$ cat src/rtl/io_mmio_responder.sv
// io_mmio_responder: CPU-visible MMIO window at 0x8xxxxxxx bridging UART streams and two counters.
// Define MMIO_RX_FIFO_EN to buffer received bytes in an RX_FIFO_DEPTH-entry FIFO instead of one register.

module io_mmio_responder #(
    parameter int RX_FIFO_DEPTH = 8
) (
    input  logic        clk,
    input  logic        rst,
    input  logic        req_en,
    input  logic [3:0]  req_we,
    input  logic [31:0] req_addr,
    input  logic [31:0] req_wdata,
    output logic [31:0] rdata,
    output logic        addr_hit,
    input  logic        inst_retire,
    input  logic [7:0]  uart_rx_data,
    input  logic        uart_rx_valid,
    output logic        uart_rx_ready,
    output logic [7:0]  uart_tx_data,
    output logic        uart_tx_valid,
    input  logic        uart_tx_ready
);

    localparam logic [31:0] ADDR_STATUS = 32'h8000_0000;
    localparam logic [31:0] ADDR_RX     = 32'h8000_0004;
    localparam logic [31:0] ADDR_TX     = 32'h8000_0008;
    localparam logic [31:0] ADDR_CYCLE  = 32'h8000_0010;
    localparam logic [31:0] ADDR_INSTR  = 32'h8000_0014;
    localparam logic [31:0] ADDR_CLEAR  = 32'h8000_0018;

    if (RX_FIFO_DEPTH < 2 || (RX_FIFO_DEPTH & (RX_FIFO_DEPTH - 1)) != 0) begin : g_bad_depth
        $error("RX_FIFO_DEPTH must be a power of two >= 2");
    end

    logic        load;
    logic        store;
    logic        rx_push;
    logic        rx_pop;
    logic        rx_full;
    logic        rx_avail;
    logic [7:0]  rx_head;
    logic [31:0] cycle_cnt;
    logic [31:0] inst_cnt;
    logic [31:0] load_value;
    logic        unused_wdata;

    assign addr_hit     = (req_addr[31:28] == 4'h8);
    assign load         = req_en && addr_hit && (req_we == 4'b0000);
    assign store        = req_en && addr_hit && (req_we != 4'b0000);
    assign unused_wdata = ^req_wdata[31:8];

    assign uart_rx_ready = ~rx_full;
    assign rx_push       = uart_rx_valid && uart_rx_ready;
    assign rx_pop        = load && (req_addr == ADDR_RX) && rx_avail;

`ifdef MMIO_RX_FIFO_EN
    localparam int PTR_W = $clog2(RX_FIFO_DEPTH);

    logic [7:0]       rx_mem [RX_FIFO_DEPTH];
    logic [PTR_W-1:0] rd_ptr;
    logic [PTR_W-1:0] wr_ptr;
    logic [PTR_W:0]   rx_count;

    assign rx_full  = (rx_count == (PTR_W + 1)'(RX_FIFO_DEPTH));
    assign rx_avail = (rx_count != '0);
    assign rx_head  = rx_mem[rd_ptr];

    // NOTE: the storage array has no reset; rx_count alone decides which entries are valid.
    always_ff @(posedge clk) begin
        if (rx_push) begin
            rx_mem[wr_ptr] <= uart_rx_data;
        end
    end

    // Pointers wrap naturally because the depth is a power of two.
    always_ff @(posedge clk) begin
        if (rst) begin
            rd_ptr   <= '0;
            wr_ptr   <= '0;
            rx_count <= '0;
        end else begin
            if (rx_push) begin
                wr_ptr <= wr_ptr + PTR_W'(1);
            end
            if (rx_pop) begin
                rd_ptr <= rd_ptr + PTR_W'(1);
            end
            case ({rx_push, rx_pop})
                2'b10:   rx_count <= rx_count + (PTR_W + 1)'(1);
                2'b01:   rx_count <= rx_count - (PTR_W + 1)'(1);
                default: rx_count <= rx_count;
            endcase
        end
    end
`else
    logic       rx_held;
    logic [7:0] rx_byte;

    assign rx_full  = rx_held;
    assign rx_avail = rx_held;
    assign rx_head  = rx_byte;

    // Push needs an empty slot and pop needs a full one, so they never coincide here.
    always_ff @(posedge clk) begin
        if (rst) begin
            rx_held <= 1'b0;
            rx_byte <= '0;
        end else if (rx_push) begin
            rx_held <= 1'b1;
            rx_byte <= uart_rx_data;
        end else if (rx_pop) begin
            rx_held <= 1'b0;
        end
    end
`endif

    // A store landing while a byte is still pending is dropped, even on the handshake edge.
    always_ff @(posedge clk) begin
        if (rst) begin
            uart_tx_valid <= 1'b0;
            uart_tx_data  <= '0;
        end else if (store && (req_addr == ADDR_TX) && req_we[0] && !uart_tx_valid) begin
            uart_tx_valid <= 1'b1;
            uart_tx_data  <= req_wdata[7:0];
        end else if (uart_tx_valid && uart_tx_ready) begin
            uart_tx_valid <= 1'b0;
        end
    end

    // NOTE: sequential state uses non-blocking assignments so every register samples pre-edge values.
    always_ff @(posedge clk) begin
        if (rst) begin
            cycle_cnt <= '0;
            inst_cnt  <= '0;
        end else if (store && (req_addr == ADDR_CLEAR)) begin
            cycle_cnt <= '0;
            inst_cnt  <= '0;
        end else begin
            cycle_cnt <= cycle_cnt + 32'd1;
            if (inst_retire) begin
                inst_cnt <= inst_cnt + 32'd1;
            end
        end
    end

    // NOTE: the default assignment up front keeps this block from inferring a latch.
    always_comb begin
        load_value = '0;
        case (req_addr)
            ADDR_STATUS: load_value = {30'b0, rx_avail, ~uart_tx_valid};
            ADDR_RX:     load_value = rx_avail ? {24'b0, rx_head} : 32'b0;
            ADDR_CYCLE:  load_value = cycle_cnt;
            ADDR_INSTR:  load_value = inst_cnt;
            default:     load_value = '0;
        endcase
    end

    always_ff @(posedge clk) begin
        if (rst) begin
            rdata <= '0;
        end else if (load) begin
            rdata <= load_value;
        end
    end

endmodule
$ cat config.mk
export PLATFORM = sky130hd
export DESIGN_NAME = io_mmio_responder
export DESIGN_NICKNAME = d
export VERILOG_FILES = /design/src/rtl/io_mmio_responder.sv
export SDC_FILE = /design/constraint.sdc
export NUM_CORES = 1
export LEC_CHECK = 0
export ABC_AREA = 1
export CORE_MARGIN = 10
export CORE_UTILIZATION = 40
export CTS_BUF_LIST = sky130_fd_sc_hd__clkbuf_16
export DETAILED_ROUTE_END_ITERATION = 16
export PLACE_DENSITY = 0.72
export SLEW_MARGIN = 20
export SYNTH_ARGS = -nofsm -noshare
export SYNTH_HDL_FRONTEND = slang
export SYNTH_SLANG_ARGS = --single-unit
$ cat constraint.sdc
create_clock -name clk -period 4.55 [get_ports clk]
set_input_delay 0.455 -clock clk [delete_from_list [all_inputs] [get_ports clk]]
set_output_delay 0.455 -clock clk [all_outputs]
set_load 0.005 [all_outputs]
==> reports/metrics.yaml, run 1 <==
clock_network:
  cts_root_buffer: "clkbuf_16"
  cts_sinks: 114
  postCtsSetupBuffers: 0
  cts_tree: "done"
  cts_resized: 0
  clock_path_buffers: 2
  cts_buffers: 17
  hold_buffers: 0
  clk_latency_ns: 0.42
  h-tree-depth: 4
  clk_pin_slew_ns: 0.05
synthesis:
  postSynthCellCount: 853
  yosysTopAreaCell: "dfxtp_1"
  synth_seq_cells: 114
  synth.yosys.seq_area_share_pct: 39.4
  synth_top_area_share_pct: 39.4
  synth_warnings: 0
  synth.area.top_cells: "dfxtp_1 39%, nand2_1 14%, nor2_1 9.1%"
  syn_avg_cell_area_um2: 6.79
  syn_area_um2: 5790
  synth_cell_types: 35
  syn-num-nets: 937
power_and_ir_drop:
  p_switching_w: 0.000515
  p_leak_nw: 2.79
  vdd_ir_drop_max_v: 0.000261
  power_density_nw_per_um2: 326
  combPwrFrac_pct: 4.3
  pwr-share-seq_pct: 42.0
  switching_share_pct: 21.2
  p_int_w: 0.00191
  power_frac_clock_pct: 53.7
setup_path:
  critPathKind: "input pin to flip-flop"
  arrival_ns: 2.82
  start_kind: "input pin"
  endpoint_kind: "flip-flop"
  path_cells: "clkdlybuf4s50_1 > nand2_1 > nor2_4 > nand2_2 > nor2_8 > nand3_2 > inv_2 > nand2_1 > nand2_2 > buf_4 > nor3b_1"
  rr_worst_depth: 10
  crit_slowest_cell: "clkdlybuf4s50_1"
  worstReg2RegEnd: "cycle_cnt[28]$_SDFF_PP0_"
  max_stage_delay_ns: 0.45
  cp-startpoint: "req_addr[31]"
  rrSetupSlack_ns: 2.72
  critPathRequiredTime_ns: 4.85
  r2r-start: "cycle_cnt[0]$_SDFF_PP0_"
  cp_max_fo: 31
  crit_end: "inst_cnt[16]$_SDFFE_PP0P_"
drt:
  via_count: 5696
  drtIter0Drc: 592
  dr.pass1.iters: 5
  via_per_inst: 4.99
  route.detailed.drc: 0
  post_drt_wl_per_cell_um: 13.9
  ant_nets: 0
  wl_mm: 15.9
placement:
  post_dp_cell_area_um2: 6870
  hpwl_mm: 11.8
  place_inst: 1111
  gp_congestion: 0.924
  io_buffers: 100
die:
  die_w_um: 140
  die-area_um2: 19700
  io_pins: 125
  start_util_pct: 41.3
  chipHeight_um: 140
  rows: 43
  core_area_um2: 14000
timing:
  fin_setup_tns_ns: 0
  rsz0062_at_grt: "false"
  fin_crit_ns: 2.52
  relSlewSlack_pct: 33.8
  setup_viol_count_final: 0
  hold_viol_final: 0
  min_period_over_period_pct: 55.4
  timing_worst_slew_pin_value_ns: 0.991
  maxSlewViolCount: 0
  finClkSkew_ns: 0.00789
  fmax_mhz: 397
grt:
  grt_max_degree: 35
  grt_usage_pct: 15.9
  first_global_vias: 5285
  antenna_found_initial: 0
  grt_pass1_wl_mm: 26.1
  grt.overflow.total: 0
layout:
  n_antenna_cell: 0
  drive_above_1_share_pct: 7.38
  final_common_cell: "nand2_1"
  stdcell_count: 1142
  area_growth_pct: 28.4
  finalNetCount: 1034
  mostFrequentLayoutCells: "215 x nand2_1, 141 x nor2_1, 114 x dfxtp_1"
  final_area_um2: 7440
run_status:
  status: "finished clean"
flow_run:
  max_cap_viol_count: 0
worst_hold_path:
  hp-class: "flip-flop to flip-flop"
-- metal layers --
metal | GRT usage [%] | routed length, um | part of all wire, % | vias up
li1 | - | - | - | 2914
met3 | 3.82 | 1140 | 7.2 | 15
met4 | 4.51 | 164 | 1.0 | 0
met1 | 21.0 | 7270 | 46 | 2576
met5 | 0 | 0 | 0 | -
met2 | 25.0 | 7280 | 46 | 191
-- how the worst min path moves through the flow --
stage / slack, ns / to / from / cells after the start
floorplan: 0.43 / cycle_cnt[0]$_SDFF_PP0_ / cycle_cnt[0]$_SDFF_PP0_ / 1
global placement: 0.44 / cycle_cnt[0]$_SDFF_PP0_ / cycle_cnt[0]$_SDFF_PP0_ / 1
detailed placement: 0.45 / cycle_cnt[0]$_SDFF_PP0_ / cycle_cnt[0]$_SDFF_PP0_ / 1
CTS: 0.46 / cycle_cnt[0]$_SDFF_PP0_ / cycle_cnt[0]$_SDFF_PP0_ / 1
global route: 0.48 / cycle_cnt[29]$_SDFF_PP0_ / cycle_cnt[29]$_SDFF_PP0_ / 2
finish: 0.46 / rdata[20]$_SDFFE_PP0N_ / rdata[20]$_SDFFE_PP0N_ / 2
-- worst max-delay path: cells and delay by family --
family        cells  cell delay (ns)
simple gates      8             1.49
buf+inv           3             0.86
-- logic make-up (layout without fill, tap and decap cells) --
family,count (synthesis),in the layout,share of synthesized area (%)
xor gates and xnor gates,28,28,4.23
buffers and inverters,110,219,8.68
adders and majority gates,2,2,0.432
AOI/OAI and AO/OA,92,92,8.06
DFF,114,114,39.4
and+or+nand+nor,507,507,39.2
-- registers in the layout, indices dropped and copies added (netlist names) --
| signal | count |
|---|---|
| rx_byte | 8 |
| inst_cnt | 32 |
| uart_tx_valid | 1 |
| uart_tx_data | 8 |
| rx_avail | 1 |
| cycle_cnt | 32 |
| rdata | 32 |
-- synth_stat cells --
cell type and n:
nand2_1 216, nor2_1 141, dfxtp_1 114, inv_1 76, nand3_1 60, a21oi_1 51
nor3_1 27, o21ai_0 24, xor2_1 20, nand4_1 17, o21ai_1 14, buf_6 11
clkbuf_1 9, xnor2_1 8, inv_2 7, nand2_2 7, nor3b_1 7, nor2_4 6
buf_2 5, nor3_2 5, or2_2 4, nand3_2 3, nand3b_1 3, nor2_2 3
ha_1 2, nor4_1 2, o21bai_1 2, or2_0 2, a31oi_1 1, and2_1 1
buf_1 1, clkinv_2 1, nand2_4 1, nor2_8 1, nor3_4 1
-- power groups by stage --
stage | Combinational, W | Sequential (W) | Clock, W
after CTS | 0.000106 | 0.00102 | 0.00131
final | 0.000105 | 0.00102 | 0.00130
after floorplan | 0.0000485 | 0.00104 | 0
after detailed placement | 0.000105 | 0.00104 | 0
after global routing | 0.000118 | 0.00102 | 0.00136
after global placement | 0.000104 | 0.00104 | 0
-- through the flow --
step | util, % | worst slack, ns | hold WS [ns] | total power, W
floorplan | - | 2.90 | 0.430 | 0.00108
finish | 53.0 | 2.03 | 0.462 | 0.00243
detailed placement | 48.9 | 1.56 | 0.448 | 0.00115
global placement | 48.9 | 1.58 | 0.445 | 0.00114
CTS | 53.0 | 2.01 | 0.461 | 0.00244
global route | 53.0 | 1.80 | 0.475 | 0.00249
-- final cells by class --
type / count / area [um^2]
flip-flops and latches: 114 / 2280
well taps: 180 / 225
multi-input cells: 629 / 3010
clock buffers: 17 / 425
clock inverters: 14 / 149
fillers: 1362 / 6600
repair buffers: 104 / 1030
inverters: 84 / 317
No activity file was read; power rests on OpenSTA's default activity.
==> run 2: changes to the inputs <==
- PLACE_DENSITY: 0.72 -> 0.75
- clock period: 4.55 -> 2.3 ns (I/O delays scaled with it)
==> run 2 against run 1 <==
  * Routed wire length is 1.9% higher
  * Cell count is 0.96% higher
  * Sequential share of layout area is 0.43 points lower
  * Core utilization is 0.76 points higher
  * Clock skew is 0.0027 ns higher
  * Largest power group unchanged
  * Critical path type is now flip-flop to flip-flop
  * Largest cell class unchanged
  * First-iteration DRC count is 31% lower
  * Power is 100% higher
  * Clock-buffer cell count stayed put
  * Flip-flop and latch count stayed put
  * Non-clock buffer count is 10 higher
  * Sequential power is 98% higher
  * Setup slack worse by 1.6 ns
==> reports/metrics.yaml, run 2 (same netlist as run 1, synthesis figures left out) <==
run_status:
  status: "finished clean"
setup_path:
  worstReg2RegEnd: "cycle_cnt[26]$_SDFF_PP0_"
  rrSetupSlack_ns: 0.41  # -2.31 ns
  arrival_ns: 2.23  # -0.59 ns
  rr_worst_depth: 7  # -3
  max_stage_delay_ns: 0.45  # about the same
  cp_max_fo: 5  # -84%
  critPathKind: "flip-flop to flip-flop"
  path_cells: "nand2_1 > inv_1 > nand3_1 > nor3b_1 > nand4_1 > or2_0 > a21oi_1"
  r2r-start: "cycle_cnt[7]$_SDFF_PP0_"
  start_kind: "flip-flop"
  endpoint_kind: "flip-flop"
  crit_buf_inv: 1  # -2
  crit_family: "simple AND/OR/NAND/NOR gates"
  critPathRequiredTime_ns: 2.65  # -2.20 ns
  crit_slowest_cell: "nor3b_1"
timing:
  maxSlewViolCount: 0  # unchanged
  fin_crit_ns: 1.89
  finClkSkew_ns: 0.0106  # +0.00269 ns
  fmax_mhz: 530
  setup_viol_count_final: 0  # unchanged
  min_period_over_period_pct: 82.0
  rsz0062_at_grt: "false"
  fin_setup_tns_ns: 0  # unchanged
  relSlewSlack_pct: 60.5  # +27 points
  hold_viol_final: 0  # unchanged
  timing_worst_slew_pin_value_ns: 0.588  # -0.404 ns
drt:
  post_drt_wl_per_cell_um: 14.0  # +0.91%
  via_count: 5729  # +0.58%
  ant_nets: 0  # unchanged
  drtIter0Drc: 408  # -31%
  route.detailed.drc: 0  # unchanged
  via_per_inst: 4.97  # -0.38%
  wl_mm: 16.2  # +1.9%
  dr.pass1.iters: 4  # -1
die:
  chipHeight_um: 140  # unchanged
  core_area_um2: 14000  # unchanged
  io_pins: 125  # unchanged
  rows: 43  # unchanged
  start_util_pct: 41.3  # unchanged
  die-area_um2: 19700  # unchanged
  die_w_um: 140  # unchanged
clock_network:
  cts_root_buffer: "clkbuf_16"
  cts_buffers: 17  # unchanged
  clock_path_buffers: 2  # unchanged
  h-tree-depth: 4  # unchanged
  clk_latency_ns: 0.42  # about the same
  cts_resized: 0  # unchanged
  clk_pin_slew_ns: 0.05  # about the same
  postCtsSetupBuffers: 0  # unchanged
  cts_tree: "done"
  cts_sinks: 114  # unchanged
  hold_buffers: 0  # unchanged
layout:
  final_area_um2: 7550  # +1.4%
  largestRegisters: "cycle_cnt x32, inst_cnt x32, rdata x32"
  final_common_cell: "nand2_1"
  n_antenna_cell: 0  # unchanged
  drive_above_1_share_pct: 8.53  # +1.1 points
  mostFrequentLayoutCells: "215 x nand2_1, 141 x nor2_1, 114 x dfxtp_1"
  finalNetCount: 1044  # +0.97%
  n_fill_cell: 1322  # -2.9%
  area_growth_pct: 30.3
  stdcell_count: 1153  # +0.96%
placement:
  place_inst: 1121  # +0.90%
  gp_congestion: 0.917  # -0.84%
  hpwl_mm: 12.1  # +3.2%
  io_buffers: 100  # unchanged
  post_dp_cell_area_um2: 6950  # +1.3%
grt:
  first_global_vias: 5362  # +1.5%
  grt_pass1_wl_mm: 26.5  # +1.7%
  grt_usage_pct: 16.2  # +0.33 points
  grt_max_degree: 34  # -2.9%
  grt.overflow.total: 0  # unchanged
  antenna_found_initial: 0  # unchanged
worst_hold_path:
  min_path_cells: 3  # +1
  hold_path_end: "rx_byte[7]$_SDFFE_PP0P_"
  hp-class: "input pin to flip-flop"
  hp-start: "uart_rx_data[7]"
flow_run:
  max_cap_viol_count: 0  # unchanged
power_and_ir_drop:
  power_density_nw_per_um2: 644  # +97%
  total_power_w: 0.00486  # +100%
  p_leak_nw: 2.84  # +1.7%
  vdd_ir_drop_max_v: 0.000487  # +86%
## run 2: how the worst max path moves through the flow
stage | start | endpoint | cells after the start | slack (ns)
3_5_place_dp | req_addr[22] | rdata[20]$_SDFFE_PP0N_ | 10 | 0.14
5_1_grt | inst_cnt[1]$_SDFFE_PP0P_ | inst_cnt[14]$_SDFFE_PP0P_ | 8 | 0.32
2_1_floorplan | cycle_cnt[0]$_SDFF_PP0_ | cycle_cnt[30]$_SDFF_PP0_ | 12 | 0.76
3_3_place_gp | req_addr[31] | rdata[31]$_SDFFE_PP0N_ | 9 | 0.15
4_1_cts | cycle_cnt[7]$_SDFF_PP0_ | cycle_cnt[26]$_SDFF_PP0_ | 7 | 0.47
6_report | cycle_cnt[7]$_SDFF_PP0_ | cycle_cnt[26]$_SDFF_PP0_ | 7 | 0.41
## run 2: report_power, final
group	switching (W)	internal, W	total (W)
logic	0.0000938	0.000125	0.000219
clock network	0.000936	0.00169	0.00262
registers	0.0000191	0.00200	0.00202
## run 2: per-layer routing
metal  track usage, %  vias up  share of wire (%)
met4             4.73        0                1.3
met5                0        -                  0
met3             4.23       22                6.0
met2             26.0      178                 47
li1                 -     2933                  -
met1             20.8     2596                 46
## run 2: metrics by stage
step	setup slack (ns)	utilization [%]	hold WS, ns
after floorplan	0.757	-	0.365
after global placement	0.149	49.5	0.444
after detailed placement	0.137	49.5	0.455
after CTS	0.468	53.7	0.394
after global routing	0.322	53.7	0.422
final	0.413	53.7	0.407
## run 2: final cells by class
class	instances	area [um^2]	share of cell area [%]
Inverter	84	317	4.19
Tap cell	180	225	2.98
Clock inverter	15	168	2.22
Clock buffer	17	425	5.64
Sequential cell	114	2280	30.2
Timing Repair Buffer	114	1120	14.8
Multi-Input combinational cell	629	3010	39.9
## run 2: worst min-delay path, cell delays in order
cell and delay, ns:
clkdlybuf4s50_1 0.40, nor2_1 0.10, nor2_1 0.05
